<file path="src/rtl/accum_drain_serializer.sv">
// Read side of the double-buffered accumulator: buffers two-column rows in a FIFO,
// requantizes each column to int8 and serializes them as a byte stream with a tile-end marker.
module accum_drain_serializer #(
  parameter int DEPTH = 4,
  parameter int ROW_W = 8
) (
  input  logic                      clk,
  input  logic                      reset,
  input  logic                      in_valid,
  input  logic signed [31:0]        in_col0,
  input  logic signed [31:0]        in_col1,
  input  logic        [4:0]         cfg_shift,
  input  logic                      cfg_relu,
  input  logic        [ROW_W-1:0]   cfg_rows,
  output logic                      out_valid,
  input  logic                      out_ready,
  output logic signed [7:0]         out_data,
  output logic                      out_last,
  output logic                      overflow,
  output logic [$clog2(DEPTH):0]    fifo_count
);

  localparam int AW = $clog2(DEPTH);

  typedef enum logic [1:0] {IDLE, COL0, COL1} state_t;

  // 33-bit intermediate so the rounding bias can never wrap a 32-bit column.
  function automatic logic signed [32:0] round_shift(input logic signed [31:0] x,
                                                      input logic [4:0] sh,
                                                      input logic relu);
    logic signed [32:0] xr;
    logic signed [32:0] bias;
    xr = (relu && x < 0) ? 33'sd0 : {x[31], x};
    if (sh == 5'd0) return xr;
    bias = 33'sd1 <<< (sh - 5'd1);
    return (xr + bias) >>> sh;
  endfunction

  function automatic logic signed [7:0] sat8(input logic signed [32:0] r);
    if (r > 33'sd127) return 8'sd127;
    else if (r < -33'sd128) return -8'sd128;
    else return r[7:0];
  endfunction

  logic signed [31:0] mem0 [DEPTH];
  logic signed [31:0] mem1 [DEPTH];
  logic [AW-1:0]      wr_ptr;
  logic [AW-1:0]      rd_ptr;
  logic               full;
  logic               empty;
  logic               push;
  logic               pop;

  state_t             state;
  logic signed [7:0]  q1;
  logic [ROW_W-1:0]   row_cnt;
  logic               last_hit;
  logic signed [7:0]  rq0_p0;
  logic signed [7:0]  rq1_p0;

  assign full  = (fifo_count == (AW+1)'(DEPTH));
  assign empty = (fifo_count == '0);
  assign push  = in_valid && !full;
  assign pop   = !empty && ((state == IDLE) || (state == COL1 && out_ready));

  // Requantize the FIFO head with the configuration current at pop time.
  assign rq0_p0 = sat8(round_shift(mem0[rd_ptr], cfg_shift, cfg_relu));
  assign rq1_p0 = sat8(round_shift(mem1[rd_ptr], cfg_shift, cfg_relu));

  assign last_hit = (cfg_rows != '0) && (row_cnt == cfg_rows - ROW_W'(1));

  always_ff @(posedge clk) begin
    if (push) begin
      mem0[wr_ptr] <= in_col0;
      mem1[wr_ptr] <= in_col1;
    end
  end

  // A write while full is lost even if a pop frees a slot on the same edge.
  always_ff @(posedge clk or posedge reset) begin
    if (reset) begin
      wr_ptr     <= '0;
      rd_ptr     <= '0;
      fifo_count <= '0;
      overflow   <= 1'b0;
    end else begin
      if (push) wr_ptr <= wr_ptr + AW'(1);
      if (pop)  rd_ptr <= rd_ptr + AW'(1);
      if (in_valid && full) overflow <= 1'b1;
      case ({push, pop})
        2'b10:   fifo_count <= fifo_count + 1'b1;
        2'b01:   fifo_count <= fifo_count - 1'b1;
        default: fifo_count <= fifo_count;
      endcase
    end
  end

  always_ff @(posedge clk or posedge reset) begin
    if (reset) begin
      state     <= IDLE;
      out_valid <= 1'b0;
      out_data  <= '0;
      out_last  <= 1'b0;
      q1        <= '0;
      row_cnt   <= '0;
    end else begin
      case (state)
        IDLE: begin
          if (!empty) begin
            q1        <= rq1_p0;
            out_data  <= rq0_p0;
            out_valid <= 1'b1;
            out_last  <= 1'b0;
            state     <= COL0;
          end
        end
        COL0: begin
          if (out_ready) begin
            out_data <= q1;
            out_last <= last_hit;
            state    <= COL1;
          end
        end
        COL1: begin
          if (out_ready) begin
            row_cnt <= out_last ? '0 : row_cnt + ROW_W'(1);
            if (!empty) begin
              // Back-to-back rows: next col0 follows without a bubble.
              q1       <= rq1_p0;
              out_data <= rq0_p0;
              out_last <= 1'b0;
              state    <= COL0;
            end else begin
              out_valid <= 1'b0;
              out_data  <= '0;
              out_last  <= 1'b0;
              state     <= IDLE;
            end
          end
        end
        default: state <= IDLE;
      endcase
    end
  end

endmodule
</file>
<file path="config.mk">
export PLATFORM = sky130hd
export DESIGN_NAME = accum_drain_serializer
export DESIGN_NICKNAME = d
export VERILOG_FILES = /design/src/rtl/accum_drain_serializer.sv
export SDC_FILE = /design/constraint.sdc
export NUM_CORES = 1
export LEC_CHECK = 0
export ABC_CLOCK_PERIOD_IN_PS = 26500
export CAP_MARGIN = 20
export CORE_ASPECT_RATIO = 0.7
export CORE_UTILIZATION = 40
export CTS_CLUSTER_SIZE = 30
export DETAILED_ROUTE_END_ITERATION = 10
export SLEW_MARGIN = 0
export SYNTH_ARGS = -nofsm -noshare
export SYNTH_HDL_FRONTEND = slang
export SYNTH_SLANG_ARGS = --single-unit
</file>
<file path="constraint.sdc">
create_clock -name clk -period 26.5 [get_ports clk]
set_clock_uncertainty 0.05 [all_clocks]
set_input_delay 6.625 -clock clk [delete_from_list [all_inputs] [get_ports clk]]
set_output_delay 6.625 -clock clk [all_outputs]
set_load 0.02 [all_outputs]
</file>
==> results.ini <==
[yosys]
synth_top_area_share_pct = 34.3
yosysWarnings = 0
syn_area_um2 = 22400
synthDistinctLibCells = 111
yosysMostFrequentCell = edfxtp_1
synth_nets = 2450
yosysSeqAreaShare_pct = 38.4
yosys_register_bits = 292
syn_inst = 2300
synthArstFlopShare_pct = 12.3
yosys-top-cells-count = edfxtp_1 (256), nor2_1 (210), nand2_1 (198)
synthTopCellsByArea = edfxtp_1 (34%), mux4_2 (7.1%), dfrtp_1 (4.0%)
synth_top_area_cell = edfxtp_1
syn_avg_cell_area_um2 = 9.73
synth_edf_count = 256
synthFlopType = edfxtp_1

[sta]
period_share_pct = 55.8
finalSetupTns_ns = 0
rsz0062_at_grt = false
slew_violations = 0
timing.final.hold_violations = 0
worst_pin_slew_ns = 1.20
max_freq_mhz = 67.7
fin_crit_ns = 14.78
setup_viol = 0
fin_hold_ws_ns = 0.424
slew_headroom_pct = 19.9

[cells_and_area]
nets = 2472
drive_gt1_share_pct = 11.6
n_fill_cell = 5299
areaGrowthSynthToFinish_pct = 11.5

[routing]
postRouteAntennaNets = 0
drt_drc_violations_left = 0
drt-wirelength-per-cell_um = 32.8
drt_pass1_iterations = 6
postRouteWirelength_mm = 101
drt_iter0_drc = 2708
drt-vias-per-instance = 6.80
vias = 20951

[floorplanning]
row_count = 72
die_y_um = 200
start_util_pct = 40.5
core-area_um2 = 55200
die_x_um = 285
die-area_um2 = 56900
io_pins = 96

[clock_tree]
cts_buffers = 27
clock_latency_ns = 0.59
postCtsSetupBuffers = 0
htreeDepth = 1
holdBufCountCts = 0
clk_path_buf_depth = 3
cts_root_buf = clkbuf_16
clkTransAtPathRegs_ns = 0.07
clock_sinks = 292
cts_tree = built
ctsResizeCount = 0

[global_routing]
use_met3_pct = 6.51
top_usage_layer = met1
grt_remaining_overflow = 0
grt_pass1_vias = 19720
antenna_found_initial = 4
use_met2_pct = 49.5
grt_max_degree = 69
use_met1_pct = 52.2
grt_usage_pct = 34.8
grt_pass1_wl_mm = 143

[worst_setup_path]
path_max_fanout = 40
cp-end-kind = flip-flop
crit_arrival_ns = 15.26
crit_required_ns = 26.98
crit_path_start_kind = input port
r2r_start = rd_ptr[1]
cp-startpoint = cfg_shift[0]
worstSetupPathType = input port to flip-flop

[pwr]
max-vdd-ir-drop_mv = 0.0810
leakage_nw = 8.82
power_density_nw_per_um2 = 110

[hold_path]
hold_path_class = flip-flop to flip-flop
hold_start = overflow

[placement]
gp_congestion = 1.07
dpl.hpwl_mm = 77.1
port_buffers = 95

[run]
max_cap_viol_count = 0

[run_status]
status = finished, final reports clean

## routing by layer
layer	share of wire, %	vias to the layer above
li1	-	9021
met1	46	10547
met2	41	1186
met3	9.6	193
met4	4.0	4
met5	0.15	-
## registers in the layout, summed over array words and instances, names as in the netlist
| name | count |
|---|---|
| overflow | 1 |
| wr_ptr | 2 |
| mem1 | 128 |
| out_data | 8 |
| out_valid | 1 |
| rd_ptr | 2 |
| row_cnt | 8 |
| q1 | 8 |
| state | 2 |
| out_last | 1 |
| fifo_count | 3 |
| mem0 | 128 |
## layout make-up
class | count | area (um^2) | share of cell area [%]
Multi-Input combinational cell | 1813 | 13100 | 52.3
Sequential cell | 292 | 8600 | 34.4
Timing Repair Buffer | 153 | 1360 | 5.46
Tap cell | 740 | 926 | 3.71
Clock buffer | 28 | 679 | 2.72
Clock inverter | 21 | 199 | 0.797
Inverter | 35 | 131 | 0.526
Antenna cell | 1 | 2.50 | 0.0100
## report_power, final
part | switching (mW) | internal (mW) | total (mW)
Clock | 0.176 | 0.216 | 0.392
Sequential | 0.0542 | 0.611 | 0.665
Combinational | 1.11 | 0.568 | 1.68
Total | 1.34 | 1.40 | 2.74
## final timing paths
check / endpoint / slack (ns) / cells past startpoint
setup / recovery: q1[2] / 11.72 / 25
hold / removal: overflow / 0.42 / 1
max in group asynchronous: rd_ptr[1] / 19.62 / 3
min in group asynchronous: rd_ptr[0] / 6.40 / 3
hold reg to reg: overflow / 0.42 / 1
setup reg to reg: out_data[6] / 16.88 / 21
## metrics by stage
stage               cell area, um^2  setup WS [ns]  cells  utilization (%)  power [mW]
global placement              24100          11.71   3033             43.6        2.31
detailed placement            24100          11.62   3033             43.6        2.31
CTS                           25000          12.24   3082             45.2        2.71
global route                  25000          11.66   3082             45.2        2.85
finish                        25000          11.72   3083             45.2        2.74
floorplan                     22400          12.60   2300                -        1.72
## logic make-up (layout without fill, tap and decap cells)
group	Yosys count	in the layout	synth area share [%]
xor+xnor	89	89	3.65
fa+ha+maj	77	77	4.28
compound gates	729	729	23.1
mux	131	131	9.91
flops	292	292	38.4
simple gates	787	787	17.2
buf+inv	195	237	3.47
other cells	0	1	0
## worst max-delay path: stages
cell and delay [ns]:
buf_2 0.08, buf_4 0.47, buf_4 0.52, nor3_1 0.26
nor2_1 0.18, buf_4 0.24, nand2_1 0.26, nor2_1 0.78
ha_1 0.40, a21o_1 0.24, a311oi_1 0.37, nor2_1 0.16
and3_1 0.28, o211a_1 0.27, nor4_2 0.64, nor2_1 0.21
xor2_1 0.71, a221oi_1 0.22, a31oi_1 0.33, nand4b_1 0.35
a2111oi_0 0.56, nand3b_1 0.14, o31a_1 0.39, a311oi_1 0.30
o22a_1 0.17
## layout by cell type (no fill, tap or decap), drive strengths merged, types with 44 or more instances in the layout
cell,netlist,final
nand2,199,199
nand3,69,69
a21oi,163,163
buf,36,63
a211oi,48,48
nor2,211,211
xnor2,61,61
o21ai,113,113
nor2b,68,68
edfxtp,256,256
clkdlybuf4s50,0,90
a31oi,49,49
nor3,61,61
ha,66,66
mux2i,44,44
mux4,71,71
Power figures use the tool's default switching activity.
